**src/rtl/input_replay.sv**
```systemverilog
// input_replay: timed button-event replay plus SM510 K-line matrix mapper.
// Define INPUT_REPLAY_LOOP_EN to wrap from the last event back to event 0.
module input_replay #(
   parameter int BUTTONS = 8,
   parameter int EVENTS  = 16,
   parameter int DELTA_W = 20,
   localparam int EAW = $clog2(EVENTS),
   localparam int BAW = $clog2(BUTTONS),
   localparam int EDW = DELTA_W + 2*BUTTONS + 1
) (
   input  logic               clk,
   input  logic               reset,
   input  logic               step,
   input  logic               start,
   input  logic               evt_wr_en,
   input  logic [EAW-1:0]     evt_wr_addr,
   input  logic [EDW-1:0]     evt_wr_data,
   input  logic               map_wr_en,
   input  logic [BAW-1:0]     map_wr_addr,
   input  logic [6:0]         map_wr_data,
   input  logic [7:0]         shifter_s,
   input  logic [3:0]         output_r,
   output logic [BUTTONS-1:0] buttons,
   output logic [3:0]         input_k,
   output logic               busy,
   output logic               done,
   output logic               fired,
   output logic [EAW-1:0]     event_idx
);

   localparam int STROBES = 12;

   localparam logic [1:0] S_IDLE  = 2'd0;
   localparam logic [1:0] S_LOAD  = 2'd1;
   localparam logic [1:0] S_COUNT = 2'd2;
   localparam logic [1:0] S_DONE  = 2'd3;

   logic [1:0]         state_q, state_d;
   logic [EDW-1:0]     tbl_q [EVENTS];
   logic [6:0]         map_q [BUTTONS];
   logic [EAW-1:0]     idx_q, idx_d;
   logic [DELTA_W-1:0] cnt_q, cnt_d, delta_q;
   logic [BUTTONS-1:0] set_q, clr_q, btn_q, btn_d;
   logic               stop_q, fired_q, fired_d;
   logic [3:0]         k_q, k_d;
   logic [STROBES-1:0] src;
   logic [15:0]        strobes;
   logic               hit;

   // Unused strobe indices 12..15 read as zero so they never match.
   assign src     = {output_r, shifter_s};
   assign strobes = 16'(src);
   assign hit     = (state_q == S_COUNT) && (cnt_q >= delta_q);

   always_comb begin
      state_d = state_q;
      idx_d   = idx_q;
      cnt_d   = cnt_q;
      btn_d   = btn_q;
      fired_d = 1'b0;
      if (step && (state_q == S_LOAD || state_q == S_COUNT) && !(&cnt_q))
         cnt_d = cnt_q + DELTA_W'(1);
      if (state_q == S_LOAD) begin
         cnt_d    = '0;
         cnt_d[0] = step;
         state_d  = S_COUNT;
      end
      if (hit) begin
         btn_d   = (btn_q & ~clr_q) | set_q;
         fired_d = 1'b1;
`ifdef INPUT_REPLAY_LOOP_EN
         if (stop_q) begin
            state_d = S_DONE;
         end else begin
            idx_d   = idx_q + EAW'(1);
            state_d = S_LOAD;
         end
`else
         if (stop_q || idx_q == EAW'(EVENTS - 1)) begin
            state_d = S_DONE;
         end else begin
            idx_d   = idx_q + EAW'(1);
            state_d = S_LOAD;
         end
`endif
      end
      if (start) begin
         btn_d   = '0;
         cnt_d   = '0;
         idx_d   = '0;
         fired_d = 1'b0;
         state_d = S_LOAD;
      end
   end

   always_comb begin
      k_d = '0;
      for (int i = 0; i < BUTTONS; i++) begin
         if (btn_q[i] && map_q[i][6] && strobes[map_q[i][5:2]])
            k_d[map_q[i][1:0]] = 1'b1;
      end
   end

   always_ff @(posedge clk) begin
      if (reset) begin
         state_q <= S_IDLE;
         idx_q   <= '0;
         cnt_q   <= '0;
         btn_q   <= '0;
         fired_q <= 1'b0;
         k_q     <= '0;
         delta_q <= '0;
         set_q   <= '0;
         clr_q   <= '0;
         stop_q  <= 1'b0;
         for (int i = 0; i < EVENTS; i++) tbl_q[i] <= '0;
         for (int i = 0; i < BUTTONS; i++) map_q[i] <= '0;
      end else begin
         state_q <= state_d;
         idx_q   <= idx_d;
         cnt_q   <= cnt_d;
         btn_q   <= btn_d;
         fired_q <= fired_d;
         k_q     <= k_d;
         // Working copy isolates the running event from table rewrites.
         if (state_q == S_LOAD)
            {stop_q, clr_q, set_q, delta_q} <= tbl_q[idx_q];
         if (evt_wr_en) tbl_q[evt_wr_addr] <= evt_wr_data;
         if (map_wr_en) map_q[map_wr_addr] <= map_wr_data;
      end
   end

   assign buttons   = btn_q;
   assign input_k   = k_q;
   assign busy      = (state_q == S_LOAD) || (state_q == S_COUNT);
   assign done      = (state_q == S_DONE);
   assign fired     = fired_q;
   assign event_idx = idx_q;

endmodule

```
**config.mk**
```make
export PLATFORM = sky130hd
export DESIGN_NAME = input_replay
export DESIGN_NICKNAME = d
export VERILOG_FILES = /design/src/rtl/input_replay.sv
export SDC_FILE = /design/constraint.sdc
export NUM_CORES = 1
export LEC_CHECK = 0
export BUFFER_PORTS_ARGS = -buffer_cell sky130_fd_sc_hd__buf_4
export CAP_MARGIN = 20
export CORE_MARGIN = 2
export CORE_UTILIZATION = 39
export CTS_CLUSTER_DIAMETER = 120
export DETAILED_ROUTE_END_ITERATION = 8
export HOLD_SLACK_MARGIN = 0.02
export SLEW_MARGIN = 20
export SYNTH_ARGS = -nofsm -noshare
export SYNTH_HDL_FRONTEND = slang
export SYNTH_SLANG_ARGS = --single-unit
export TNS_END_PERCENT = 30
```
**constraint.sdc**
```tcl
create_clock -name clk -period 2.3 [get_ports clk]
set_input_delay 0.23 -clock clk [delete_from_list [all_inputs] [get_ports clk]]
set_output_delay 0.23 -clock clk [all_outputs]
set_load 0.1 [all_outputs]
```
==> results.toml, run 1 <==
[die]
rows = 107
dieHeight_um = 297.0
pin_count = 88
core_um2 = 85150
initial_core_util = 0.3931
die_area_um2 = 88180
fp.dieW_um = 297.0

[routing]
dr.first_iter.drc_count = 1806
antenna_left = 0
vias_per_cell = 5.441
firstDrtPassIters = 5
vias = 19800
wire_per_inst_um = 25.56
drt_drc_violations_left = 0
totalWireLength_um = 93010

[yosys]
synthArstFlopShare = 0
yosysUniqueCellTypes = 60
syn-num-nets = 2330
synth_edf_count = 648
synth-seq-cells = 724
syn_inst = 2236
synth_warnings = 0
synth_seq_area_share = 0.6268
synth_ff_type = "edfxtp_1"
synth.cell_area_um2 = 33470
synth.avg_cell_area_um2 = 14.97

[grt]
antenna_found_initial = 1
grt_pass1_vias = 20400
grt_max_degree = 53
grt_pass1_wl_um = 136900
track_usage = 0.2101
grt-ovfl-total = 0

[placed_design]
dp.cells = 3437
dpl.hpwl_um = 56360
place_congestion = 0.8363
dpl_cell_area_um2 = 36540
place_ws_ps = -139.4
portBuffers = 87

[worst_setup_path]
critPathCaptureType = "flop"
ff2ff_path_depth = 6
critPathKind = "flop to flop"
cp-startpoint = "map_q[6][3]"
cp.required_ps = 2760
crit_path_max_incr_delay_ps = 520
crit_cells = 6
path_max_fanout = 4
path_buf_inv = 0
rr_endpoint = "input_k[0]"
path_delay_family = "compound AO/OA/AOI/OAI gates"
worstSetupStartpointType = "flop"
worstPathArrival_ps = 2790
worstPathCellList = "mux4_2 -> o2bb2ai_1 -> a311oi_1 -> a2bb2o_1 -> nor4_1 -> a21oi_1"
cp_slowest_cell = "mux4_2"
r2r_start = "map_q[6][3]"
reg2reg_slack_ps = -40
critPathCapture = "input_k[0]"

[power_and_ir_drop]
powerDensity_nw_per_um2 = 746.9
peakVddDrop_uv = 478.9
p_leak_nw = 13.73

[timing]
timing.final.crit_period_ps = 2336
fin_worst_skew_ps = 42.88
setup_viol = 6
finalHoldViolations = 0
final_max_slew_viol_count = 0
relSlewSlack = 0.5169
finalCritPeriodShare = 1.016
worst_slew_pin_slew_ps = 719.8
rsz0062_at_grt = "true"
setup_slack_ps = -36.23
fmax_ghz = 0.4280

[run]
drv_cap = 0

[clocking]
ctsRootBufferMaster = "clkbuf_16"
clockBufferDepth = 3
cts_tree = "yes"
htree_levels = 3
cts_made_buffers = 80
worstSkewPairLatency_ps = 640
clk_pin_slew_ps = 60
clkSinkCount = 724

[layout]
fin_nets = 2519
fin_area_um2 = 39870
layout_common_cells = "and2_1 (648), edfxtp_1 (648), mux4_2 (201), buf_4 (177), clkbuf_16 (83)"
stdcell_count = 3639
syn_to_final_growth_pct = 19.11
drive_above_1_share = 0.2562

[hold_path]
worstHoldPathType = "input port to flop"

[status]
status = "finished with violations"
violations = "negative setup slack"
==> worst min-delay path by stage <==
| stage | startpoint | slack, ps | cells after the start | endpoint |
|---|---|---|---|---|
| 2_1_floorplan | start | 310 | 1 | fired |
| 3_3_place_gp | delta_q[3] | 480 | 2 | delta_q[3] |
| 3_5_place_dp | set_q[2] | 480 | 1 | buttons[2] |
| 4_1_cts | map_wr_addr[2] | 80 | 3 | map_q[3][0] |
| 5_1_grt | map_wr_addr[2] | 120 | 3 | map_q[3][0] |
| 6_report | map_wr_addr[2] | 100 | 3 | map_q[3][0] |
==> state kept, by name, summed over array words and instances (netlist names) <==
name       cells
input_k        4
buttons        8
fired          1
set_q          8
clr_q          8
event_idx      4
stop_q         1
map_q         56
delta_q       20
state_q        2
tbl_q        592
cnt_q         20
==> per-layer routing <==
| metal | track usage | routed length (um) |
|---|---|---|
| met3 | 0.03255 | 5492 |
| met1 | 0.2832 | 39110 |
| met4 | 0.05616 | 2132 |
| met2 | 0.3551 | 46280 |
| met5 | 0 | 0 |
==> cell usage after synthesis (all sizes together), types with 12 or more instances <==
cell,number,share of area
ha,25,0.0093
edfxtp,648,0.58
mux2i,56,0.017
nand4,16,0.0030
and2,649,0.12
nand3,17,0.0025
clkbuf,136,0.015
a21oi,19,0.0028
inv,33,0.0037
nor3,18,0.0027
dfxtp,76,0.045
or2,28,0.0052
nand2b,12,0.0022
buf,27,0.0047
mux4,201,0.14
nand2,52,0.0058
nor2,86,0.0096
==> power breakdown <==
| part | internal, mW | switching [mW] |
|---|---|---|
| Combinational | 0.779 | 1.05 |
| Clock | 7.31 | 5.32 |
| Sequential | 15.0 | 0.286 |
==> metrics by stage <==
step / power, mW / hold slack, ps / utilization / setup TNS (ps)
after floorplan: 16.39 / 309.3 / - / -1490
after global placement: 17.24 / 476.4 / 0.4292 / -899.5
after detailed placement: 17.32 / 482.5 / 0.4292 / -952.9
after CTS: 29.97 / 76.98 / 0.4658 / -10.65
after global routing: 30.63 / 116.6 / 0.4682 / -1554
final: 29.78 / 102.3 / 0.4682 / -73.61
==> worst min-delay path, stage by stage <==
cell	delay (ps)
buf_4	110
nor3_1	70
and2_1	150
==> timing repair <==
item	CTS	global route
pin swaps	2	5
hold endpoints to repair	658	0
endpoints found under the setup margin	15	36
resized for setup	10	35
hold buffers	47	0
buffers inserted	0	2
cloned	0	1
==> logic make-up (layout without fill, tap and decap cells) <==
logic type | after synthesis | count (layout) | share of synthesized area
fa+ha+maj | 25 | 25 | 0.009345
other cells | 0 | 5 | 0
buf+inv | 196 | 450 | 0.02366
flops | 724 | 724 | 0.6268
mux | 259 | 259 | 0.1527
compound gates | 86 | 86 | 0.01944
xor+xnor | 17 | 17 | 0.004448
simple gates | 929 | 929 | 0.1636
==> layout make-up <==
class	count	area, um2
clock inverters	29	306.5
clock buffers	118	2297
flip-flops and latches	724	21010
inverters	33	130.1
multi-input cells	1316	11990
repair buffers	270	2699
diodes	5	12.51
well taps	1144	1431
fillers	7439	45280
Power figures use the tool's default switching activity.
==> run 2: changes to the inputs <==
--- a/config.mk
+++ b/config.mk
@@ -8,7 +8,7 @@
 export BUFFER_PORTS_ARGS = -buffer_cell sky130_fd_sc_hd__buf_4
 export CAP_MARGIN = 20
 export CORE_MARGIN = 2
-export CORE_UTILIZATION = 39
+export CORE_UTILIZATION = 30
 export CTS_CLUSTER_DIAMETER = 120
 export DETAILED_ROUTE_END_ITERATION = 8
 export HOLD_SLACK_MARGIN = 0.02
==> constraint.sdc (replaced) <==
create_clock -name clk -period 2.5 [get_ports clk]
set_input_delay 0.5 -clock clk [delete_from_list [all_inputs] [get_ports clk]]
set_output_delay 0.5 -clock clk [all_outputs]
set_load 0.1 [all_outputs]
==> results.toml, run 2 (synthesis results as in run 1) <==
[power_and_ir_drop]
p_clk_frac = 0.428
p_sw_mw = 6.056
p_leak_nw = 13.33
combPwrFrac = 0.057
peakVddDrop_uv = 467.2
powerDensity_nw_per_um2 = 695.9
pwr-share-seq = 0.515
cellInternalPower_mw = 21.28
switching_share = 0.2216

[grt]
grt_pass1_wl_um = 135900
antenna_found_initial = 5
grt_max_degree = 38
grt_pass1_vias = 20540
grt-ovfl-total = 0
track_usage = 0.1623

[layout]
regMostFlops = "tbl_q"
reg_top3 = "tbl_q: 592 flops, map_q: 56 flops"
fin_area_um2 = 39280
largest_register_ffs = 592
antenna_cells = 0
syn_to_final_growth_pct = 17.35
fin_nets = 2444
fillers = 10380
layout_common_cells = "and2_1 (648), edfxtp_1 (648), mux4_2 (201), buf_4 (159), clkbuf_16 (83)"
drive_above_1_share = 0.2396

[timing]
tns_ps = 0
timing.final.crit_period_ps = 2417
worst_slew_pin_slew_ps = 784.6
relSlewSlack = 0.4734
fmax_ghz = 0.4137
setup_viol = 0
rsz0062_at_grt = "true"
final_max_slew_viol_count = 0
fin_worst_skew_ps = 25.66
setup_slack_ps = 82.64
finalCritPeriodShare = 0.9669
finalHoldViolations = 0

[routing]
dr.first_iter.drc_count = 1537
vias_per_cell = 4.982
antenna_left = 0
wire_per_inst_um = 23.64
drt_drc_violations_left = 0
totalWireLength_um = 92330
firstDrtPassIters = 5
vias = 19460

[run]
drv_cap = 0

[placed_design]
place_congestion = 0.8733
portBuffers = 87
dpl_cell_area_um2 = 36650
dpl.hpwl_um = 56960
place_ws_ps = 85.66

[clocking]
clockBufferDepth = 3
cts_made_buffers = 82
cts_tree = "yes"
clkSinkCount = 724
ctsHoldBuffers = 0
worstSkewPairLatency_ps = 630
htree_levels = 3
ctsRootBufferMaster = "clkbuf_16"
clk_pin_slew_ps = 60

[hold_path]
worstHoldPathType = "input port to flop"

[die]
die_area_um2 = 114300
dieHeight_um = 338.0
fp.dieW_um = 338.0
core_um2 = 110700
rows = 122
pin_count = 88
initial_core_util = 0.3024

[worst_setup_path]
critPathKind = "flop to flop"
worstPathArrival_ps = 2910
cp.required_ps = 2990
worstSetupStartpointType = "flop"
critPathCaptureType = "flop"
path_max_fanout = 16

[status]
status = "complete, no violations"
[run 2: cell types whose count changed in the layout (fill, tap and decap cells not counted), moves of 4 or more]
cell / before / now
dfxtp_2: 11 / 2
a21oi_1: 14 / 19
clkbuf_1: 25 / 21
a21oi_2: 4 / 0
dfxtp_1: 62 / 71
buf_4: 177 / 159
diode_2: 5 / 0
ha_4: 6 / 0
clkinv_1: 9 / 16
buf_12: 42 / 34
ha_1: 18 / 24
dlygate4sd3_1: 47 / 0
[run 2: critical path, stage by stage, from the launching register on]
cell	delay, ps
dfxtp_4	600
buf_12	190
buf_12	140
mux4_2	520
mux4_2	580
mux2i_1	170
nor2_1	50
[run 2: path summary, 6_finish.rpt]
path	from	endpoint	slack (ps)	cells past startpoint
max	event_idx[0]	clr_q[7]	80	6
min	start	fired	130	2
max reg2reg	event_idx[0]	clr_q[7]	80	6
min reg2reg	set_q[2]	buttons[2]	490	1
[run 2: metal layers]
layer | routed length [um] | share of wire | global-route usage
met1 | 37540 | 0.41 | 0.2048
met3 | 5909 | 0.064 | 0.02734
met5 | 20 | 0.00022 | 0
met2 | 45910 | 0.50 | 0.2800
met4 | 2946 | 0.032 | 0.05863
[run 2: final cells by class]
cell class	instances	area [um2]	share of cell area
Multi-Input combinational cell	1316	11810	0.3008
Clock buffer	114	2293	0.05839
Clock inverter	37	317.8	0.008091
Timing Repair Buffer	193	1874	0.04772
Tap cell	1488	1862	0.04740
Sequential cell	724	20990	0.5345
Inverter	33	123.9	0.003154
[run 2: repair_timing]
item,4_1_cts,5_1_grt
endpoints found under the setup margin,1,11
cloned,0,0
gates resized for setup,0,1
pin swaps,0,3
setup buffers,1,0
[run 2: power by group through the flow]
stage	clock network (mW)	registers, mW	logic [mW]
after detailed placement	0	14.3	1.57
final	11.7	14.1	1.55
after global placement	0	14.3	1.54
after CTS	11.9	14.1	1.57
after floorplan	0	14.2	0.861
after global routing	12.4	14.1	1.65
[run 2: through the flow]
| step | hold slack [ps] | utilization | power [mW] | instances |
|---|---|---|---|---|
| after floorplan | 459.2 | - | 15.07 | 2236 |
| after global placement | 479.7 | 0.3311 | 15.82 | 3753 |
| after detailed placement | 481.3 | 0.3311 | 15.90 | 3753 |
| after CTS | 81.92 | 0.3549 | 27.55 | 3905 |
| after global routing | 112.2 | 0.3549 | 28.17 | 3905 |
| final | 128.8 | 0.3549 | 27.33 | 3905 |
